<file path="src/rtl/avalon_bridge_pkg.sv">
// Shared widths, FSM state encoding and the captured request record for the
// two-master Avalon bridge arbiter.
package avalon_bridge_pkg;

    localparam int ADDR_W = 11;
    localparam int DATA_W = 16;
    localparam int BE_W   = 2;

    // Arbiter FSM: wait for a request, own the slave bus, return the ack.
    typedef enum logic [1:0] {
        IDLE = 2'd0,
        BUSY = 2'd1,
        ACK  = 2'd2
    } state_e;

    // One master's request as presented on its port and replayed on s_*.
    typedef struct packed {
        logic [ADDR_W-1:0] addr;
        logic [BE_W-1:0]   be;
        logic              rw;
        logic [DATA_W-1:0] wdata;
    } req_t;

endpackage

</file>
<file path="src/rtl/avalon_bridge_arbiter_rr.sv">
// Two-way round-robin selector: a lone requester always wins; on contention
// the master that did not win last time is chosen.
module rr_arbiter2 (
    input  logic [1:0] req,
    input  logic       last_grant,
    output logic [1:0] gnt
);

    // Pure combinational pick, one-hot result (or zero when nobody asks).
    always_comb begin
        gnt = 2'b00;
        case (req)
            2'b01:   gnt = 2'b01;
            2'b10:   gnt = 2'b10;
            2'b11:   gnt = last_grant ? 2'b01 : 2'b10;
            default: gnt = 2'b00;
        endcase
    end

endmodule

</file>
<file path="src/rtl/avalon_bridge_arbiter.sv">
// Two-master arbiter for the 16-bit Avalon bridge bus. Master 0 is the Nios
// bridge port, master 1 a hardware requester. The winning request is
// registered onto the shared slave bus; read data and a one-cycle ack go
// back to the winner. A watchdog completes transfers the slave never acks.
module avalon_bridge_arbiter
    import avalon_bridge_pkg::*;
#(
    parameter int                 TIMEOUT  = 255,
    parameter logic [DATA_W-1:0]  ERR_DATA = 16'hDEAD
) (
    input  logic              clk_clk,
    input  logic              reset_reset_n,

    input  logic [ADDR_W-1:0] m0_address,
    input  logic              m0_bus_enable,
    input  logic [BE_W-1:0]   m0_byte_enable,
    input  logic              m0_rw,
    input  logic [DATA_W-1:0] m0_write_data,
    output logic [DATA_W-1:0] m0_read_data,
    output logic              m0_acknowledge,
    output logic              m0_irq,

    input  logic [ADDR_W-1:0] m1_address,
    input  logic              m1_bus_enable,
    input  logic [BE_W-1:0]   m1_byte_enable,
    input  logic              m1_rw,
    input  logic [DATA_W-1:0] m1_write_data,
    output logic [DATA_W-1:0] m1_read_data,
    output logic              m1_acknowledge,

    output logic [ADDR_W-1:0] s_address,
    output logic              s_bus_enable,
    output logic [BE_W-1:0]   s_byte_enable,
    output logic              s_rw,
    output logic [DATA_W-1:0] s_write_data,
    input  logic [DATA_W-1:0] s_read_data,
    input  logic              s_acknowledge,
    input  logic              s_irq,

    output logic [1:0]        grant,
    output logic              timeout_err,
    input  logic              err_clr
);

    localparam int WD_W = $clog2(TIMEOUT + 1);

    req_t              req_arr [2];
    logic [1:0]        req_vec;
    logic [1:0]        pick;
    logic              pick_idx;

    state_e            state_reg;
    req_t              s_req_reg;
    logic              s_bus_enable_reg;
    logic [1:0]        grant_reg;
    logic              last_grant_reg;
    logic [1:0]        ack_reg;
    logic              timeout_err_reg;
    logic              irq_reg;
    logic [WD_W-1:0]   wd_reg;

    logic [WD_W-1:0]   wd_next;
    logic              wd_done;
    logic              busy;
    logic              rd_done;
    logic              timeout_hit;
    logic [DATA_W-1:0] rd_value;

    assign req_arr[0] = '{addr: m0_address, be: m0_byte_enable, rw: m0_rw, wdata: m0_write_data};
    assign req_arr[1] = '{addr: m1_address, be: m1_byte_enable, rw: m1_rw, wdata: m1_write_data};
    assign req_vec    = {m1_bus_enable, m0_bus_enable};

    rr_arbiter2 u_rr (
        .req        (req_vec),
        .last_grant (last_grant_reg),
        .gnt        (pick)
    );

    assign pick_idx = pick[1];

    // Watchdog expires on the TIMEOUT-th BUSY cycle; a same-cycle ack wins.
    assign busy        = (state_reg == BUSY);
    assign wd_next     = wd_reg + WD_W'(1);
    assign wd_done     = (wd_next == WD_W'(TIMEOUT));
    assign rd_done     = busy && s_req_reg.rw && (s_acknowledge || wd_done);
    assign timeout_hit = busy && !s_acknowledge && wd_done;
    assign rd_value    = s_acknowledge ? s_read_data : ERR_DATA;

    // Main FSM: capture the winner, hold the slave bus, then pulse the ack.
    always_ff @(posedge clk_clk or negedge reset_reset_n) begin
        if (!reset_reset_n) begin
            state_reg        <= IDLE;
            s_req_reg        <= '0;
            s_bus_enable_reg <= 1'b0;
            grant_reg        <= 2'b00;
            last_grant_reg   <= 1'b1;
            ack_reg          <= 2'b00;
            wd_reg           <= '0;
        end else begin
            ack_reg <= 2'b00;
            case (state_reg)
                IDLE: begin
                    if (|req_vec) begin
                        s_req_reg        <= req_arr[pick_idx];
                        s_bus_enable_reg <= 1'b1;
                        grant_reg        <= pick;
                        last_grant_reg   <= pick_idx;
                        wd_reg           <= '0;
                        state_reg        <= BUSY;
                    end
                end
                BUSY: begin
                    if (s_acknowledge || wd_done) begin
                        ack_reg          <= grant_reg;
                        s_bus_enable_reg <= 1'b0;
                        state_reg        <= ACK;
                    end else begin
                        wd_reg <= wd_next;
                    end
                end
                ACK: begin
                    grant_reg <= 2'b00;
                    state_reg <= IDLE;
                end
                default: begin
                    grant_reg <= 2'b00;
                    state_reg <= IDLE;
                end
            endcase
        end
    end

    // Sticky watchdog flag; a new timeout beats a simultaneous clear.
    always_ff @(posedge clk_clk or negedge reset_reset_n) begin
        if (!reset_reset_n)
            timeout_err_reg <= 1'b0;
        else if (timeout_hit)
            timeout_err_reg <= 1'b1;
        else if (err_clr)
            timeout_err_reg <= 1'b0;
    end

    // Slave interrupt retimed by one flop toward the Nios port.
    always_ff @(posedge clk_clk or negedge reset_reset_n) begin
        if (!reset_reset_n)
            irq_reg <= 1'b0;
        else
            irq_reg <= s_irq;
    end

    // Per-master read-return register, updated only by that master's reads.
    genvar gi;
    generate
        for (gi = 0; gi < 2; gi++) begin : g_master
            logic [DATA_W-1:0] rdata_reg;
            // Latch slave data (or the error word) when this master's read completes.
            always_ff @(posedge clk_clk or negedge reset_reset_n) begin
                if (!reset_reset_n)
                    rdata_reg <= '0;
                else if (rd_done && grant_reg[gi])
                    rdata_reg <= rd_value;
            end
        end
    endgenerate

    assign m0_read_data   = g_master[0].rdata_reg;
    assign m1_read_data   = g_master[1].rdata_reg;
    assign m0_acknowledge = ack_reg[0];
    assign m1_acknowledge = ack_reg[1];
    assign m0_irq         = irq_reg;

    assign s_address      = s_req_reg.addr;
    assign s_byte_enable  = s_req_reg.be;
    assign s_rw           = s_req_reg.rw;
    assign s_write_data   = s_req_reg.wdata;
    assign s_bus_enable   = s_bus_enable_reg;
    assign grant          = grant_reg;
    assign timeout_err    = timeout_err_reg;

endmodule

</file>
<file path="config.mk">
export PLATFORM = sky130hd
export DESIGN_NAME = avalon_bridge_arbiter
export DESIGN_NICKNAME = d
export VERILOG_FILES = /design/src/rtl/avalon_bridge_pkg.sv /design/src/rtl/avalon_bridge_arbiter_rr.sv /design/src/rtl/avalon_bridge_arbiter.sv
export SDC_FILE = /design/constraint.sdc
export NUM_CORES = 1
export LEC_CHECK = 0
export CELL_PAD_IN_SITES_DETAIL_PLACEMENT = 1
export CELL_PAD_IN_SITES_GLOBAL_PLACEMENT = 1
export CORE_MARGIN = 3
export CORE_UTILIZATION = 35
export CTS_BUF_LIST = sky130_fd_sc_hd__clkbuf_8
export DETAILED_ROUTE_END_ITERATION = 7
export PLACE_DENSITY = 0.91
export SLEW_MARGIN = 40
export SYNTH_ARGS = -nofsm -noshare
export SYNTH_HDL_FRONTEND = slang
export SYNTH_SLANG_ARGS = --single-unit
</file>
<file path="constraint.sdc">
create_clock -name clk_clk -period 5.13 [get_ports clk_clk]
set_input_delay 1.2825 -clock clk_clk [delete_from_list [all_inputs] [get_ports clk_clk]]
set_output_delay 1.2825 -clock clk_clk [all_outputs]
set_load 0.01 [all_outputs]
</file>
Yosys cells after proc, flatten, opt, wreduce, memory -nomap -nowiden:

Cells that the tools add are included.

* add/subtract/negate cells: 1
* multipliers: 0
* div/mod/pow operators: 0
* magnitude comparators: 1
* equality and inequality tests: 8
* shifts and indexed selects: 0
* mux-type cells: 21
* bitwise logic cells: 2
* reductions and logical operators: 17

Operators by type and width (number)
* $mux 30: 3
* $mux 16: 1
* $mux 8: 2
* $pmux 8 s2: 1
* $mux 2: 6
* $add 8x1->8 const B: 1
* $eq 8x8->1 const B: 1
* $pmux 2 s2: 2
* $logic_and 1x1->1: 6
* $pmux 2 s3: 1
* $reduce_and 2->1: 3
* $reduce_and 3->1: 2
* $eq 2x1->1 const B: 2
* $eq 2x2->1 const B: 2
* $mux 1: 4
* $ne 2x2->1 const B: 2
* $reduce_bool 2->1: 2
* $ge 2x2->1 const B: 1
* $logic_not 2->1: 1
* $ne 2x1->1 const B: 1
* $not 1->2: 1
* $pmux 1 s2: 1
* $reduce_or 2->1: 1
* $logic_not 1->1: 1
* other kinds (2): 2

* register bits after elaboration: 80
* bits in latches: 0
* RAM bits: 0
* bits in read-only memories: 0
* input bits: 83
* output and inout port bits: 69
* word-level logic and storage cells: 64
* memories kept: 0

Logic depth before layout (Yosys ltp):

Gate-level depths: netlist of run 1.

* word-level depth: 6
* mapped depth: 9
* depth with buffers taken out: 6

Modules after synthesis:

Synthesis of run 1 repeated with hierarchy kept, for this count alone.

* cells, all modules: 391
* area, all modules: 3865.0 um2

Modules (own cells, without submodules)
* avalon_bridge_arbiter: instances 1, cells an instance 388, area each 3846.2 um2, seq. area each 2003.2 um2
* rr_arbiter2: instances 1, cells an instance 3, area each 18.8 um2, seq. area each 0.0 um2

Worst setup path after synthesis of run 1:

No wires, ideal clock.

* path type: input-to-reg
* from: in s_acknowledge
* to: reg wd_reg[3]
* setup time: 0.152 ns
* data arrival time: 2.458 ns
* data required time: 4.978 ns
* slack: 2.520 ns
* cell stages on the path: 5
* path buffers: 1
* cell sequence: clkbuf_1 nor3b_1 o21ai_0 o211ai_1 o221ai_1

* word-level cells in the longest chain between the ends: 3

RTL lines
* from (decl): line avalon_bridge_arbiter.sv:37 `input logic s_acknowledge,`
* $logic_or 1x1->1: line avalon_bridge_arbiter.sv:113 `if (s_acknowledge || wd_done) begin`
* $ne 2x2->1 (no line)
* $reduce_and 3->1 (no line)
* to (signal assigned): line avalon_bridge_arbiter.sv:118 `wd_reg <= wd_next;`
* to (decl): line avalon_bridge_arbiter.sv:60 `logic [WD_W-1:0] wd_reg;`

No other way between the ends.
A chain may end at the register's enable or synchronous reset.

Worst setup path after layout of run 1:

Ends and elaborated chain as after synthesis.

==> insert_results.sql, run 1 <==
INSERT INTO impl_metrics (metric_group, metric, value, unit) VALUES
('drt', 'postRouteAntennaNets', '0', ''),
('cts', 'clock_buffers_created_by_tritoncts', '9', ''),
('cts', 'cts-root-buf', 'sky130_fd_sc_hd__clkbuf_8', ''),
('yosys', 'syn_area', '0.00372', 'sq mm'),
('flow_run', 'max_cap_viol_count', '0', ''),
('global_routing', 'groute.usage.overall', '0.198', ''),
('timing', 'final_min_period_over_clock_period', '0.623', ''),
('outcome', 'run_status', 'finished, final reports clean', ''),
('global_routing', 'grt_max_degree', '81', ''),
('yosys', 'synth-seq-area-share', '0.538', ''),
('yosys', 'flip_flop_and_latch_count_after_synthesis', '80', ''),
('global_routing', 'first_global_vias', '3779', ''),
('drt', 'vias_per_cell', '5.18', ''),
('cts', 'worst_skew_pair.late_latency', '0.35', 'ns'),
('yosys', 'ys.warnings.count', '0', ''),
('timing', 'finalWorstPathRequiredPeriod', '3.19', 'ns'),
('floorplan', 'die_h', '109', 'um'),
('timing', 'worst_slew_pin_slew', '0.790', 'ns'),
('timing', 'hold-worst-slack', '0.470', 'ns'),
('setup_path', 'critical_path.max_stage_delay', '0.54', 'ns'),
('setup_path', 'setup_slack_of_the_worst_register_to_register_path', '2.71', 'ns'),
('floorplan', 'floorplan.die.width', '109', 'um'),
('pwr', 'power.internal', '1.65', 'mW'),
('cts', 'tritoncts', 'done', ''),
('cts', 'clock_sinks', '80', ''),
('floorplan', 'core_area', '0.0103', 'sq mm'),
('setup_path', 'max_fanout_on_critical_path', '46', ''),
('yosys', 'synth_compound_area_frac', '0.200', ''),
('pwr', 'power_leakage', '2.34', 'nW'),
('timing', 'grt_setup_unrepaired', 'false', ''),
('timing', 'fmaxAchievable', '313', 'MHz'),
('yosys', 'postSynth.asyncResetShare', '1.00', ''),
('worst_hold_path', 'worst_hold_startpoint', 's_write_data[12]', ''),
('setup_path', 'critical_path.slowest_cell', 'sky130_fd_sc_hd__o211ai_1', ''),
('global_routing', 'grt_util_met2', '0.343', ''),
('cts', 'postCtsSetupRepairBufs', '0', ''),
('floorplan', 'num_io_pins', '152', ''),
('cts', 'path_clk_slew', '0.08', 'ns'),
('setup_path', 'timing.critical_path.to_type', 'flip-flop', ''),
('global_routing', 'top_usage_layer', 'met2', ''),
('timing', 'postLayoutSetupSlackWorst', '1.94', 'ns'),
('timing', 'setup_violations', '0', ''),
('global_routing', 'grt.overflow.total', '0', ''),
('pwr', 'power_density', '478', 'mW/mm^2'),
('yosys', 'largest_family_of_logic_cells_by_synthesized_area', 'compound AO/OA/AOI/OAI gates', ''),
('placed_design', 'hpwl_dp', '8600', 'um'),
('floorplan', 'std_cell_rows', '37', ''),
('yosys', 'synthAdderAreaFrac', '0.00672', ''),
('pwr', 'seqPwrFrac', '0.397', ''),
('placed_design', 'portBuffers', '151', ''),
('cts', 'htree_num_levels', '3', ''),
('yosys', 'xor_xnor_portion_of_the_synthesized_cell_area', '0.00470', ''),
('timing', 'worst_clock_skew', '0.0117', 'ns'),
('final_layout', 'drive_above_1_share', '0.0522', ''),
('yosys', 'yosys.cell_types.count', '39', ''),
('yosys', 'synth_cells', '412', ''),
('drt', 'routed_wl', '11700', 'um'),
('cts', 'cts.path.max_buffers', '2', ''),
('setup_path', 'critPathKind', 'in -> reg', ''),
('pwr', 'share_clk_of_total_power', '0.173', ''),
('setup_path', 'timing.critical_path.from', 's_acknowledge', ''),
('timing', 'timing.max_slew.rel_slack', '0.473', ''),
('setup_path', 'sequence_of_cells_on_the_critical_path', 'clkdlybuf4s50_1 > buf_4 > nor3b_1 > o21ai_0 > o211ai_1 > o221ai_1', ''),
('cts', 'cts.repair.resized', '0', ''),
('cts', 'cts_hold_buf', '0', ''),
('floorplan', 'floorplan.initialDensity', '0.361', ''),
('global_routing', 'antenna_found_initial', '0', ''),
('setup_path', 'worstSetupStartpointType', 'input pin', ''),
('yosys', 'muxShareOfSynthArea', '0.0134', ''),
('yosys', 'synthSimpleGateAreaFrac', '0.194', ''),
('final_layout', 'commonest_cells_after_routing_fill_and_taps_aside', 'sky130_fd_sc_hd__clkdlybuf4s50_1 (150), sky130_fd_sc_hd__nand2_1 (103), sky130_fd_sc_hd__dfrtp_1 (79)', '');
## critical path: cells and delay by family
kind,cells,cell delay [ns]
and+or+nand+nor,1,0.48
AOI/OAI and AO/OA,3,0.95
buffers and inverters,2,0.67
## metrics by stage
stage,area [sq um],power (mW),util,cells
5_1_grt,5520,2.83,0.535,692
2_1_floorplan,3720,1.55,-,412
3_3_place_gp,5330,2.12,0.516,676
6_report,5520,2.64,0.535,692
3_5_place_dp,5330,2.20,0.517,676
4_1_cts,5520,2.67,0.535,692
## synthesized netlist by cell type, types with 2 or more instances
cell type / n / area (sq um)
sky130_fd_sc_hd__dfrtp_1: 79 / 1980
sky130_fd_sc_hd__nand2_1: 103 / 387
sky130_fd_sc_hd__a31o_1: 7 / 61.3
sky130_fd_sc_hd__inv_1: 11 / 41.3
sky130_fd_sc_hd__nand4b_1: 2 / 17.5
sky130_fd_sc_hd__nor3b_1: 2 / 15.0
sky130_fd_sc_hd__mux2i_1: 5 / 50.1
sky130_fd_sc_hd__buf_2: 3 / 15.0
sky130_fd_sc_hd__a31o_2: 3 / 26.3
sky130_fd_sc_hd__ha_1: 2 / 25.0
sky130_fd_sc_hd__xnor2_1: 2 / 17.5
sky130_fd_sc_hd__a21oi_1: 26 / 130
sky130_fd_sc_hd__o21ai_0: 35 / 175
sky130_fd_sc_hd__o22ai_1: 4 / 25.0
sky130_fd_sc_hd__nor2_1: 31 / 116
sky130_fd_sc_hd__clkbuf_1: 21 / 78.8
sky130_fd_sc_hd__or3_1: 2 / 12.5
sky130_fd_sc_hd__buf_6: 2 / 22.5
sky130_fd_sc_hd__nor2b_1: 13 / 81.3
sky130_fd_sc_hd__nor3_1: 4 / 20.0
sky130_fd_sc_hd__o211ai_1: 3 / 22.5
sky130_fd_sc_hd__nand3_1: 4 / 20.0
sky130_fd_sc_hd__a22oi_1: 31 / 233
sky130_fd_sc_hd__and4b_1: 2 / 20.0
## cells by family (layout without fill, tap and decap cells)
logic type | after synthesis | count (layout)
multiplexers | 5 | 5
XOR/XNOR | 2 | 2
buffers and inverters | 38 | 182
AND/OR/NAND/NOR | 168 | 168
adder cells (fa/ha/maj) | 2 | 2
AO/OA/AOI/OAI | 117 | 117
flip-flops | 80 | 80
## final cells by class
cell class / instances / area, sq um
Fill cell: 1187 / 4800
Multi-Input combinational cell: 294 / 1580
Inverter: 11 / 41.3
Timing Repair Buffer: 155 / 1540
Clock inverter: 7 / 65.1
Tap cell: 136 / 170
Clock buffer: 9 / 124
Sequential cell: 80 / 2000
## power by group through the flow
stage | registers [mW] | clock network, mW | logic, mW
5_1_grt | 1.08 | 0.495 | 1.25
4_1_cts | 1.05 | 0.467 | 1.15
2_1_floorplan | 1.09 | 0 | 0.457
6_report | 1.05 | 0.455 | 1.14
3_5_place_dp | 1.06 | 0 | 1.15
3_3_place_gp | 1.03 | 0 | 1.09
## path summary, 6_finish.rpt
check | depth (start not counted) | to
setup / recovery | 6 | wd_reg[3]
hold reg to reg | 2 | s_write_data[12]
setup reg to reg | 5 | m1_read_data[4]
max in group asynchronous | 1 | state_reg[1]
min in group asynchronous | 1 | s_write_data[7]
hold / removal | 2 | s_write_data[12]
## per-layer routing
layer / wire, um / vias up
li1: - / 1692
met1: 4750 / 1752
met2: 5790 / 126
met3: 996 / 12
met4: 121 / 0
met5: 0 / -
Note: power is estimated with default switching activity, not from simulation.
==> run 2, diff against run 1 <==
CORE_UTILIZATION = 32   (was 35)
PLACE_DENSITY = 0.85   (was 0.91)
clock period = 3.1 ns   (was 5.13 ns; I/O delays follow)
==> run 2 against run 1 <==
Compared with the run above: cell area grew 0.52%; critical path depth fell by 1; die area is 8.9% higher; sequential power grew 65%; clock skew rose by 0.0017 ns; cell count rose by 0.87%; power rose by 66%; critical path type unchanged; highest routed layer unchanged.
==> insert_results.sql, run 2 (synthesis results as in run 1) <==
INSERT INTO impl_metrics (metric_group, metric, value, unit) VALUES
('setup_path', 'setup_slack_of_the_worst_register_to_register_path', '0.78', 'ns'),
('drt', 'drt_first_pass_iters', '4', ''),
('setup_path', 'critical_path.max_stage_delay', '0.50', 'ns'),
('setup_path', 'r2r_start', 'wd_reg[0]', ''),
('cts', 'tritoncts', 'done', ''),
('cts', 'htree_num_levels', '3', ''),
('pwr', 'power_switching_share', '0.369', ''),
('pwr', 'switching_power', '1.61', 'mW'),
('timing', 'finalWorstPathRequiredPeriod', '2.35', 'ns'),
('timing', 'hold-worst-slack', '0.444', 'ns'),
('setup_path', 'timing.critical_path.to_type', 'flip-flop', ''),
('cts', 'cts-root-buf', 'sky130_fd_sc_hd__clkbuf_8', ''),
('drt', 'wl_per_cell', '16.7', 'um'),
('global_routing', 'grt.overflow.total', '0', ''),
('placed_design', 'finalWeightedCongestion', '0.839', ''),
('timing', 'setup_violations', '0', ''),
('cts', 'cts.path.max_buffers', '2', ''),
('setup_path', 'critPathKind', 'in -> reg', ''),
('setup_path', 'required_time_of_the_worst_setup_path', '3.31', 'ns'),
('timing', 'finalHoldViolCount', '0', ''),
('pwr', 'power_leakage', '2.36', 'nW'),
('pwr', 'seqPwrFrac', '0.395', ''),
('floorplan', 'die_h', '114', 'um'),
('cts', 'path_clk_slew', '0.09', 'ns'),
('outcome', 'run_status', 'finished, final reports clean', ''),
('global_routing', 'antenna_found_initial', '0', ''),
('pwr', 'pwr-share-comb', '0.427', ''),
('final_layout', 'drive_above_1_share', '0.0556', ''),
('final_layout', 'commonest_cells_after_routing_fill_and_taps_aside', 'sky130_fd_sc_hd__clkdlybuf4s50_1 (150), sky130_fd_sc_hd__nand2_1 (103), sky130_fd_sc_hd__dfrtp_1 (79)', ''),
('timing', 'fmaxAchievable', '426', 'MHz'),
('final_layout', 'fillers', '1305', ''),
('global_routing', 'grt_max_degree', '81', ''),
('final_layout', 'post-route-cell-area', '0.00555', 'sq mm'),
('cts', 'postCtsSetupRepairBufs', '0', ''),
('pwr', 'power.internal', '2.76', 'mW'),
('setup_path', 'timing.critical_path.from', 's_acknowledge', ''),
('floorplan', 'floorplan.die.width', '114', 'um'),
('timing', 'slew_viol_final', '0', ''),
('global_routing', 'groute.usage.overall', '0.182', ''),
('timing', 'timing.max_slew.rel_slack', '0.513', ''),
('drt', 'vias_per_cell', '5.07', ''),
('placed_design', 'dpl_cell_area', '0.00535', 'sq mm'),
('timing', 'worst_slew_pin_slew', '0.730', 'ns'),
('floorplan', 'std_cell_rows', '38', ''),
('flow_run', 'max_cap_viol_count', '0', ''),
('drt', 'num_vias', '3539', ''),
('setup_path', 'worstSetupStartpointType', 'input pin', ''),
('final_layout', 'n_antenna_cell', '0', ''),
('pwr', 'power_density', '787', 'mW/mm^2'),
('setup_path', 'critical_path.slowest_cell', 'sky130_fd_sc_hd__o211ai_1', ''),
('drt', 'drt-initial-drc-count', '130', ''),
('cts', 'worst_skew_pair.late_latency', '0.36', 'ns'),
('setup_path', 'sequence_of_cells_on_the_critical_path', 'clkdlybuf4s50_1 > nor3b_1 > o21ai_0 > o211ai_1 > o221ai_1', ''),
('global_routing', 'first_global_vias', '3833', ''),
('final_layout', 'fin_nets', '638', ''),
('floorplan', 'floorplan.die_area', '0.0130', 'sq mm'),
('cts', 'cts.repair.resized', '0', ''),
('placed_design', 'hpwl_dp', '8620', 'um'),
('worst_hold_path', 'hold_class', 'in -> async', ''),
('placed_design', 'portBuffers', '151', ''),
('pwr', 'power.ir.vdd_worst', '317', 'uV'),
('pwr', 'share_clk_of_total_power', '0.178', ''),
('cts', 'clock_sinks', '80', ''),
('drt', 'routed_wl', '11600', 'um'),
('drt', 'drt_drc_violations_left', '0', ''),
('timing', 'final_min_period_over_clock_period', '0.757', ''),
('cts', 'cts_hold_buf', '0', ''),
('timing', 'worst_clock_skew', '0.0134', 'ns'),
('drt', 'postRouteAntennaNets', '0', ''),
('timing', 'finalSetupTns', '0', 'ns'),
('final_layout', 'area_grow_syn2layout', '49.0', '%'),
('cts', 'clock_buffers_created_by_tritoncts', '9', ''),
('floorplan', 'floorplan.initialDensity', '0.335', ''),
('floorplan', 'num_io_pins', '152', ''),
('timing', 'grt_setup_unrepaired', 'false', ''),
('floorplan', 'core_area', '0.0111', 'sq mm'),
('setup_path', 'max_fanout_on_critical_path', '7', ''),
('setup_path', 'data_arrival_at_the_endpoint_of_the_critical_path', '2.56', 'ns'),
('final_layout', 'layout_commonest_cell', 'sky130_fd_sc_hd__clkdlybuf4s50_1', ''),
('pwr', 'finalPower', '4.37', 'mW'),
('global_routing', 'grt_pass1_wl', '18900', 'um');
==> run 2: cell types whose count changed in the layout (fill, tap and decap cells not counted), sizes merged <==
| cell | before | now |
|---|---|---|
| clkinvlp | 3 | 1 |
| clkbuf | 9 | 10 |
| inv | 13 | 12 |
| clkinv | 1 | 3 |
| buf | 5 | 7 |
==> run 2: per-stage QoR <==
stage / util / worst slack, ns / std cells
after floorplan: - / 0.998 / 412
after global placement: 0.481 / 0.515 / 682
after detailed placement: 0.481 / 0.392 / 682
after CTS: 0.499 / 0.761 / 698
after global routing: 0.499 / 0.594 / 698
final: 0.499 / 0.753 / 698
==> run 2: critical path, delay by kind of cell <==
family / cells / cell delay, ns
buf+inv: 1 / 0.42
simple gates: 1 / 0.44
compound gates: 3 / 0.92
==> run 2: final timing paths <==
path,end,cells after the start
worst min register to register,s_byte_enable[1],2
worst max register to register,m1_read_data[3],6
worst max-delay path,wd_reg[3],5
max in group asynchronous,m1_read_data[7],1
worst min-delay path,m1_read_data[6],1
min in group clk_clk,s_byte_enable[1],2
==> run 2: cell type report <==
type	count	area (sq um)	share of cell area
clock buffers	10	138	0.0248
inverters	11	41.3	0.00744
well taps	140	175	0.0316
clock inverters	6	60.1	0.0108
flip-flops and latches	80	2000	0.361
repair buffers	157	1560	0.281
multi-input cells	294	1580	0.284
==> run 2: power by group through the flow <==
stage	clock [mW]	sequential, mW	combinational (mW)
final	0.778	1.73	1.86
after global routing	0.846	1.79	2.06
after global placement	0	1.71	1.82
after CTS	0.797	1.73	1.90
after detailed placement	0	1.75	1.89
after floorplan	0	1.80	0.757
==> run 2: layer usage <==
metal  wire (um)  vias to the layer above  track usage
met1        4740                     1708        0.211
met2        5760                      123        0.323
li1            -                     1695            -
met5           0                        -            0
met3         950                       13       0.0546
met4         189                        0       0.0538
==> run 3, diff against run 2 <==
CORE_UTILIZATION = 29   (was 32)
PLACE_DENSITY = 0.81   (was 0.85)
clock period = 2 ns   (was 3.1 ns; I/O delays follow)
==> run 3 against run 2 <==
Compared with the run above: clock power rose by 76%; non-clock buffer count grew 18; global-route usage is 1.1 points lower; worst setup slack got worse by 0.68 ns; sequential power up 55%; first-iteration DRC count grew 40%.
==> insert_results.sql, run 3 (synthesis results as in run 1) <==
INSERT INTO impl_metrics (metric_group, metric, value, unit) VALUES
('drt', 'num_vias', '3624', ''),
('placed_design', 'dpl_cell_area', '0.00558', 'sq mm'),
('placed_design', 'place_worst_setup_slack', '-0.0820', 'ns'),
('timing', 'timing.max_slew.rel_slack', '0.676', ''),
('pwr', 'finalPower', '7.14', 'mW'),
('timing', 'worst_slew_pin_slew', '0.487', 'ns'),
('timing', 'postLayoutSetupSlackWorst', '0.0729', 'ns'),
('floorplan', 'num_io_pins', '152', ''),
('final_layout', 'n_antenna_cell', '0', ''),
('setup_path', 'timing.critical_path.to_type', 'output pin', ''),
('placed_design', 'finalWeightedCongestion', '0.770', ''),
('cts', 'postCtsSetupRepairBufs', '0', ''),
('placed_design', 'hpwl_dp', '9300', 'um'),
('setup_path', 'data_arrival_at_the_endpoint_of_the_critical_path', '1.43', 'ns'),
('setup_path', 'required_time_of_the_worst_setup_path', '1.50', 'ns'),
('placed_design', 'portBuffers', '151', ''),
('timing', 'slew_viol_final', '0', ''),
('final_layout', 'fin_nets', '656', ''),
('cts', 'cts_hold_buf', '0', ''),
('cts', 'clock_buffers_created_by_tritoncts', '9', ''),
('final_layout', 'sequential_cell_area', '0.00200', 'sq mm'),
('cts', 'cts-root-buf', 'sky130_fd_sc_hd__clkbuf_8', ''),
('drt', 'vias_per_cell', '4.87', ''),
('setup_path', 'worstSetupStartpointType', 'flip-flop', ''),
('final_layout', 'drive_above_1_share', '0.0938', ''),
('drt', 'routed_wl', '12000', 'um'),
('cts', 'tritoncts', 'done', ''),
('setup_path', 'critical_path.slowest_cell', 'sky130_fd_sc_hd__clkdlybuf4s50_1', ''),
('timing', 'setup_violations', '0', ''),
('timing', 'worst_clock_skew', '0.0109', 'ns'),
('timing', 'finalHoldViolCount', '0', ''),
('cts', 'htree_num_levels', '3', ''),
('global_routing', 'first_global_vias', '3886', ''),
('timing', 'finalWorstPathRequiredPeriod', '1.93', 'ns'),
('timing', 'final_min_period_over_clock_period', '0.964', ''),
('pwr', 'power_density', '1230', 'mW/mm^2'),
('global_routing', 'grt_pass1_wl', '19700', 'um'),
('setup_path', 'critical_path.max_stage_delay', '0.61', 'ns'),
('setup_path', 'max_fanout_on_critical_path', '6', ''),
('drt', 'drt-initial-drc-count', '182', ''),
('global_routing', 'antenna_found_initial', '0', ''),
('floorplan', 'std_cell_rows', '40', ''),
('final_layout', 'area_grow_syn2layout', '56.4', '%'),
('final_layout', 'commonest_cells_after_routing_fill_and_taps_aside', 'sky130_fd_sc_hd__clkdlybuf4s50_1 (150), sky130_fd_sc_hd__nand2_1 (103), sky130_fd_sc_hd__dfrtp_1 (78)', ''),
('setup_path', 'sequence_of_cells_on_the_critical_path', 'clkdlybuf4s50_1', ''),
('floorplan', 'floorplan.initialDensity', '0.304', ''),
('cts', 'clock_sinks', '80', ''),
('setup_path', 'critPathKind', 'reg -> out', ''),
('cts', 'cts.path.max_buffers', '2', ''),
('global_routing', 'groute.usage.overall', '0.170', ''),
('cts', 'worst_skew_pair.late_latency', '0.35', 'ns'),
('pwr', 'power.ir.vdd_worst', '482', 'uV'),
('global_routing', 'grt_max_degree', '36', ''),
('final_layout', 'post-route-cell-area', '0.00582', 'sq mm'),
('final_layout', 'area_of_the_multi_input_gates', '0.00158', 'sq mm'),
('global_routing', 'grt.overflow.total', '0', ''),
('floorplan', 'die_h', '119', 'um'),
('setup_path', 'timing.critical_path.buf_inv', '1', ''),
('timing', 'hold-worst-slack', '0.105', 'ns'),
('drt', 'drt_drc_violations_left', '0', ''),
('floorplan', 'core_area', '0.0123', 'sq mm'),
('drt', 'drt_first_pass_iters', '4', ''),
('floorplan', 'floorplan.die.width', '119', 'um'),
('drt', 'wl_per_cell', '16.2', 'um'),
('setup_path', 'cpLargestDelayFamily', 'buffers and inverters', ''),
('cts', 'path_clk_slew', '0.08', 'ns'),
('timing', 'fmaxAchievable', '519', 'MHz'),
('pwr', 'power_leakage', '2.48', 'nW'),
('timing', 'grt_setup_unrepaired', 'false', ''),
('worst_hold_path', 'hold_class', 'in -> async', ''),
('floorplan', 'floorplan.die_area', '0.0142', 'sq mm'),
('final_layout', 'fillers', '1410', ''),
('final_layout', 'finalCoreUtilization', '0.475', ''),
('drt', 'postRouteAntennaNets', '0', ''),
('outcome', 'run_status', 'finished, final reports clean', ''),
('final_layout', 'layout_commonest_cell', 'sky130_fd_sc_hd__clkdlybuf4s50_1', ''),
('flow_run', 'max_cap_viol_count', '0', '');
[run 3: cell types whose count changed in the layout (fill, tap and decap cells not counted), sizes merged]
cell      delta
clkinvlp     -1
buf         +18
bufinv       +1
[run 3: per-layer routing]
metal,track usage,wire [um]
met5,0,0
met3,0.0537,892
met4,0.0587,201
met1,0.198,4920
met2,0.296,6040
[run 3: final timing paths]
check	from	slack, ns	endpoint	cells after the start
setup reg to reg	wd_reg[0]	0.12	m1_read_data[11]	6
hold / removal	reset_reset_n	0.10	m0_read_data[6]	1
min in group clk_clk	s_write_data[13]	0.48	s_write_data[13]	2
max in group asynchronous	reset_reset_n	1.33	last_grant_reg	2
hold reg to reg	s_write_data[13]	0.48	s_write_data[13]	2
setup / recovery	grant[0]	0.07	grant[0]	1
[run 3: power by group]
part           switching, mW  leakage, nW  total (mW)  internal [mW]
clock                  0.622        0.117        1.37          0.744
combinational           1.47         1.37        3.09           1.62
sequential             0.485        0.996        2.68           2.19
total                   2.58         2.48        7.14           4.56
[run 3: per-stage QoR]
stage                     cells  setup TNS, ns
after floorplan             412              0
after global placement      728         -0.448
after detailed placement    728          -2.52
after CTS                   744              0
after global routing        744              0
final                       744              0
[run 3: area by class of cell]
| class | instances | area share |
|---|---|---|
| well taps | 168 | 0.0361 |
| repair buffers | 175 | 0.301 |
| flip-flops and latches | 80 | 0.344 |
| multi-input cells | 294 | 0.272 |
| inverters | 11 | 0.00709 |
| clock inverters | 6 | 0.0157 |
| clock buffers | 10 | 0.0236 |
[run 3: what timing repair did]
action,4_1_cts,5_1_grt
setup endpoints to repair,22,8
cloned,0,0
hold endpoints to repair,0,0
resized for setup,1,4
[run 3: worst reg2reg max path, stage by stage, from the launching register on]
cell and delay [ns]:
sky130_fd_sc_hd__dfrtp_1 0.41, sky130_fd_sc_hd__ha_2 0.19, sky130_fd_sc_hd__xnor2_1 0.15, sky130_fd_sc_hd__or3_1 0.38
sky130_fd_sc_hd__or2_4 0.31, sky130_fd_sc_hd__buf_6 0.20, sky130_fd_sc_hd__a21oi_1 0.16
